--- src/rtl/tlb_multiport.sv ---
`default_nettype none
// +--------------------------------------------------------------------------+
// | Module      : tlb_multiport (with package tlb_pkg)                       |
// | Description : Joint MMU TLB with NPORTS registered lookup channels, a    |
// |               registered TLBP probe, combinational TLBR read, TLBWI /    |
// |               TLBWR writes with a Wired-aware Random counter, and a      |
// |               full flush. 4 KB pages only.                               |
// | Revision    : 1.0 - initial release                                      |
// +--------------------------------------------------------------------------+
// | Ports                                                                    |
// |   clk, rst_n      clock, asynchronous active-low reset                   |
// |   asid            ASID used by the lookup channels                       |
// |   lk_req/vaddr    per-channel lookup request and virtual address         |
// |   lk_rsp_valid    per-channel response strobe (one cycle after lk_req)   |
// |   lk_result       per-channel {miss, which, pfn[19:0], c[2:0], d, v}     |
// |   rw_index        TLBR / TLBWI index; rw_rdata = entries[rw_index]       |
// |   wi_we / wr_we   indexed / random write strobes, wdata = new entry      |
// |   wired/wired_we  CP0 Wired value and its write strobe                   |
// |   random          CP0 Random value                                       |
// |   probe_*         TLBP request, EntryHi, result strobe and Index value   |
// |   flush           clear V0/V1/G of every entry                           |
// |   multi_hit       sticky multiple-match indicator, cleared by flush      |
// +--------------------------------------------------------------------------+

package tlb_pkg;
    typedef struct packed {
        logic [18:0] vpn2;
        logic [7:0]  asid;
        logic        g;
        logic [19:0] pfn0;
        logic [2:0]  c0;
        logic        d0;
        logic        v0;
        logic [19:0] pfn1;
        logic [2:0]  c1;
        logic        d1;
        logic        v1;
    } tlb_entry_t;
endpackage

module tlb_multiport
    import tlb_pkg::*;
#(
    parameter int ENTRIES = 16,
    parameter int NPORTS  = 2,
    localparam int IW     = $clog2(ENTRIES),
    localparam int RW     = IW + 26
) (
    input  logic                   clk,
    input  logic                   rst_n,
    input  logic [7:0]             asid,
    input  logic [NPORTS-1:0]      lk_req,
    input  logic [NPORTS*32-1:0]   lk_vaddr,
    output logic [NPORTS-1:0]      lk_rsp_valid,
    output logic [NPORTS*RW-1:0]   lk_result,
    input  logic [IW-1:0]          rw_index,
    output tlb_entry_t             rw_rdata,
    input  logic                   wi_we,
    input  logic                   wr_we,
    input  tlb_entry_t             wdata,
    input  logic [IW-1:0]          wired,
    input  logic                   wired_we,
    output logic [IW-1:0]          random,
    input  logic                   probe_req,
    input  logic [31:0]            probe_hi,
    output logic                   probe_valid,
    output logic [31:0]            probe_index,
    input  logic                   flush,
    output logic                   multi_hit
);

    localparam logic [IW-1:0] C_TOP = IW'(ENTRIES - 1);

    tlb_entry_t        r_entries [ENTRIES];
    logic [IW-1:0]     r_random;
    logic              r_multi;
    logic              r_probe_valid;
    logic [31:0]       r_probe_index;
    logic [NPORTS-1:0] w_port_multi;
    logic [RW:0]       w_probe_m;
    logic [24:0]       w_unused_probe;

    // Associative search. Returns {multi, miss, which, pfn, c, d, v}.
    // Lowest matching index wins; on a miss, which is 0 and the half of
    // entry 0 is returned (the caller only looks at miss in that case).
    // V bits are deliberately not part of the match: an invalid match is a
    // hit whose v=0 lets the downstream logic raise the invalid fault.
    function automatic logic [RW:0] match(input logic [31:0] va, input logic [7:0] id);
        logic          hit;
        logic          multi;
        logic [IW-1:0] which;
        tlb_entry_t    e;
        hit   = 1'b0;
        multi = 1'b0;
        which = '0;
        for (int i = 0; i < ENTRIES; i++) begin
            if (r_entries[i].vpn2 == va[31:13] && (r_entries[i].g || r_entries[i].asid == id)) begin
                if (hit) begin
                    multi = 1'b1;
                end else begin
                    hit   = 1'b1;
                    which = IW'(i);
                end
            end
        end
        e = r_entries[which];
        if (va[12]) begin
            return {multi, ~hit, which, e.pfn1, e.c1, e.d1, e.v1};
        end
        return {multi, ~hit, which, e.pfn0, e.c0, e.d0, e.v0};
    endfunction

    // ---------------------------------------------------------------- lookup
    generate
        for (genvar p = 0; p < NPORTS; p++) begin : g_port
            logic [RW:0]   w_m;
            logic          r_valid;
            logic [RW-1:0] r_res;

            assign w_m             = match(lk_vaddr[p*32 +: 32], asid);
            assign w_port_multi[p] = lk_req[p] & w_m[RW];

            // Result holds its last value when no request is presented.
            always_ff @(posedge clk or negedge rst_n) begin
                if (!rst_n) begin
                    r_valid <= 1'b0;
                    r_res   <= '0;
                end else begin
                    r_valid <= lk_req[p];
                    if (lk_req[p]) begin
                        r_res <= w_m[RW-1:0];
                    end
                end
            end

            assign lk_rsp_valid[p]         = r_valid;
            assign lk_result[p*RW +: RW]   = r_res;
        end
    endgenerate

    // ----------------------------------------------------------------- probe
    assign w_probe_m      = match(probe_hi, probe_hi[7:0]);
    assign w_unused_probe = w_probe_m[24:0];

    always_ff @(posedge clk or negedge rst_n) begin
        if (!rst_n) begin
            r_probe_valid <= 1'b0;
            r_probe_index <= '0;
        end else begin
            r_probe_valid <= probe_req;
            if (probe_req) begin
                r_probe_index <= {w_probe_m[RW-1], {(31-IW){1'b0}}, w_probe_m[RW-2 -: IW]};
            end
        end
    end

    // ------------------------------------------------------- multi-hit flag
    // Flush clears the flag even if a same-cycle search saw several matches
    // in the pre-flush contents.
    always_ff @(posedge clk or negedge rst_n) begin
        if (!rst_n) begin
            r_multi <= 1'b0;
        end else if (flush) begin
            r_multi <= 1'b0;
        end else if ((|w_port_multi) || (probe_req && w_probe_m[RW])) begin
            r_multi <= 1'b1;
        end
    end

    // -------------------------------------------------------- random counter
    // "<=" rather than "==" also covers Wired being raised above Random and
    // pins Random at the top when Wired >= ENTRIES-1.
    always_ff @(posedge clk or negedge rst_n) begin
        if (!rst_n) begin
            r_random <= C_TOP;
        end else if (wired_we || (r_random <= wired)) begin
            r_random <= C_TOP;
        end else begin
            r_random <= r_random - 1'b1;
        end
    end

    // ----------------------------------------------------------- entry array
    // Write is applied after flush so a coinciding write lands unmodified.
    always_ff @(posedge clk or negedge rst_n) begin
        if (!rst_n) begin
            for (int i = 0; i < ENTRIES; i++) begin
                r_entries[i] <= '0;
            end
        end else begin
            if (flush) begin
                for (int i = 0; i < ENTRIES; i++) begin
                    r_entries[i].v0 <= 1'b0;
                    r_entries[i].v1 <= 1'b0;
                    r_entries[i].g  <= 1'b0;
                end
            end
            if (wi_we) begin
                r_entries[rw_index] <= wdata;
            end else if (wr_we) begin
                r_entries[r_random] <= wdata;
            end
        end
    end

    assign rw_rdata    = r_entries[rw_index];
    assign random      = r_random;
    assign probe_valid = r_probe_valid;
    assign probe_index = r_probe_index;
    assign multi_hit   = r_multi;

endmodule

`default_nettype wire

--- config.mk ---
export PLATFORM = sky130hd
export DESIGN_NAME = tlb_multiport
export DESIGN_NICKNAME = d
export VERILOG_FILES = /design/src/rtl/tlb_multiport.sv
export SDC_FILE = /design/constraint.sdc
export NUM_CORES = 2
export LEC_CHECK = 0
export ABC_AREA = 1
export BUFFER_PORTS_ARGS = -buffer_cell sky130_fd_sc_hd__buf_2
export CAP_MARGIN = 20
export CORE_UTILIZATION = 40
export DETAILED_ROUTE_END_ITERATION = 12
export HOLD_SLACK_MARGIN = 0.1
export PLACE_DENSITY = 0.59
export SLEW_MARGIN = 20
export SYNTH_ARGS = -nofsm -noshare
export SYNTH_HDL_FRONTEND = slang
export SYNTH_SLANG_ARGS = --single-unit
--- constraint.sdc ---
create_clock -name clk -period 6.45 [get_ports clk]
set_input_delay 0 -clock clk [delete_from_list [all_inputs] [get_ports clk]]
set_output_delay 0 -clock clk [all_outputs]
set_load 0.1 [all_outputs]
==> impl_metrics.yaml <==
global_route:
  grt-ovfl-total: 0
  grt_use_total: 0.420
  grt_pass1_vias: 96300
  antenna_found_initial: 53
  grt_max_degree: 163
  grt_pass1_wl_mm: 719
drt:
  firstDrtPassIters: 7
  viasPerCell: 6.16
  drt_iter0_drc: 16700
  drc: 0
  ant_nets: 0
  wire_per_inst_microns: 29.7
  vias: 106000
  drt-total-wl_mm: 509
cts:
  cts_tree: "built"
  post_cts_buffers: 0
  cts_buffers: 165
  clock_latency_ps: 890
  holdBufCountCts: 122
  h-tree-depth: 4
  cts_root_buf: "clkbuf_16"
  path_clk_slew_ps: 60
  postCtsResizedCells: 0
  clock-sinks: 1321
  max-clock-path-buffers: 3
floorplanning:
  core_sq_um: 233000
  rows: 177
  die_area_sq_um: 237000
  initial_utilization: 0.403
  io_pins: 377
  fp.dieW_microns: 486
  die_y_microns: 486
critical_path:
  r2r-start: "r_entries[528]$_DFFE_PN0P_"
  critPathMaxFanout: 30
  endpoint_kind: "flip-flop"
  crit_path_start_kind: "flip-flop"
  cp.arrival_ps: 6930
  crit_type: "flip-flop to flip-flop"
  crit_start: "r_entries[528]$_DFFE_PN0P_"
  critPathRequiredTime_ps: 7270
finish:
  final_cells: 17200
  final_util: 0.445
  syn2layout_area_growth_pct: 10.5
  nFillCells: 24400
  drive_gt1_frac: 0.0712
  layout.nets: 14100
timing:
  finalCriticalPeriod_ps: 6110
  rsz0062_at_grt: "no"
  tightest_slew_ps: 1340
  finalHoldViolations: 0
  clock_skew_ps: 83.8
  setup_viol: 0
  worst_slack_ps: 342
  fin_crit_sh: 0.947
  max_freq_mhz: 164
  relSlewSlack: 0.108
  drv_slew: 0
  setup-tns-final_ps: 0
power_and_ir_drop:
  p_leak_uw: 0.0472
  p_per_area_nw_per_um2: 324
  ir_drop_mv: 0.263
yosys:
  avgSynthCellArea_sq_um: 6.61
  yosys_register_bits: 1321
  synth_cell_types: 66
  ys_warn_count: 0
  ys.flop_type: "dfrtp_1"
  synth.yosys.seq_area_share: 0.352
  yosys.area.top_type_share: 0.351
  synth_edf_count: 0
  yosysTopAreaCell: "dfrtp_1"
  synthTopCellsByArea: "dfrtp_1 35%, nand2_1 17%, nand3_1 11%"
  yosysMostFrequentCell: "nand2_1"
  syn_area_sq_um: 93900
  synth-async-reset-ratio: 1.00
  synth_common_cells: "4272 x nand2_1, 2149 x nand3_1, 1597 x o21ai_0"
  synthesis.instances: 14200
placed_design:
  portBuffers: 320
  dp_hpwl_mm: 319
  dp_worst_setup_slack_ps: 1310
  placed_cells: 16700
  gp_congestion: 1.11
worst_hold_path:
  min_from: "wdata[13]"
  hold_path_class: "input port to flip-flop"
job:
  drv_cap: 0
outcome:
  status: "finished, final reports clean"
cell type report:
class | instances | area [sq um] | share of cell area
multi-input combinational | 10200 | 49500 | 0.477
sequential | 1321 | 33100 | 0.319
timing repair buffer | 725 | 5960 | 0.0574
inverter | 1429 | 5470 | 0.0527
clock buffer | 240 | 4780 | 0.0461
tap | 3132 | 3920 | 0.0378
clock inverter | 55 | 1030 | 0.00991
antenna | 28 | 70.1 | 0.000675
metal layers:
metal	part of all wire	GRT usage	wire length (microns)	vias to the layer above
met2	0.41	0.590	207000	7816
met5	0.00061	0	310	-
met3	0.14	0.140	70200	1694
li1	-	-	-	46000
met4	0.079	0.282	40100	46
met1	0.38	0.542	192000	50200
state kept, by name, summed over array words and instances, names as in the netlist:
| register | count |
|---|---|
| probe_index | 5 |
| g_port.r_valid | 2 |
| g_port.r_res | 60 |
| r_entries | 1248 |
| random | 4 |
| probe_valid | 1 |
| multi_hit | 1 |
logic make-up (layout without fill, tap and decap cells):
logic type | count (synthesis) | count (layout) | share of synthesized area
other | 1 | 55 | 0.0000399
xor gates and xnor gates | 479 | 479 | 0.0447
DFF | 1321 | 1321 | 0.352
buffers and inverters | 2660 | 2449 | 0.125
and+or+nand+nor | 7260 | 7260 | 0.333
adders and majority gates | 9 | 9 | 0.00120
AOI/OAI and AO/OA | 2464 | 2464 | 0.144
path summary, 6_finish.rpt:
| kind | slack, ps | cells after the start | end |
|---|---|---|---|
| max in group asynchronous | 4620 | 5 | r_entries[1224]$_DFFE_PN0P_ |
| max reg2reg | 340 | 20 | g_port[1].r_res[6]$_DFFE_PN0P_ |
| min in group asynchronous | 590 | 4 | r_entries[443]$_DFFE_PN0P_ |
| max | 340 | 20 | g_port[1].r_res[6]$_DFFE_PN0P_ |
| min reg2reg | 470 | 2 | g_port[0].r_res[12]$_DFFE_PN0P_ |
| min | 120 | 4 | r_entries[637]$_DFFE_PN0P_ |
per-stage QoR:
step                      instance area [sq um]  hold slack [ps]  power (uW)
after floorplan                           94000             -296       19000
after global placement                    96600             97.6       22800
after detailed placement                  96600              103       22900
after CTS                                104000              101       33100
after global routing                     104000              147       34900
final                                    104000              123       33600
report_power, final:
group / total, uW / switching (uW) / internal [uW]
registers: 12500 / 2230 / 10300
logic: 10900 / 7670 / 3180
clock network: 10200 / 4300 / 5880
cells in the final DEF (no fill, tap or decap), types with 121 or more instances in the layout:
cell           count
clkbuf_16        165
o21ai_0         1596
nand4_1          343
nor2_1           328
inv_1           1365
nand2_1         4266
xnor2_1          314
nand3_1         2149
buf_2            319
o22ai_1          675
dfrtp_1         1317
buf_4            205
dlygate4sd3_1    121
xor2_1           164
worst max-delay path, cell delays in order, from the launching register on:
cell	delay (ps)
dfrtp_1	460
nand2_1	400
nand4_1	720
nor2_1	260
nand2_1	360
nor2_1	780
nand2_1	270
nand2_2	170
nor2_4	50
inv_2	80
nor2_4	40
nand3_2	80
inv_1	90
a21oi_4	170
buf_4	510
buf_4	750
nand2_1	160
nand3_1	170
buf_4	200
nand3_1	140
nand2_1	100
Power figures use the tool's default switching activity.
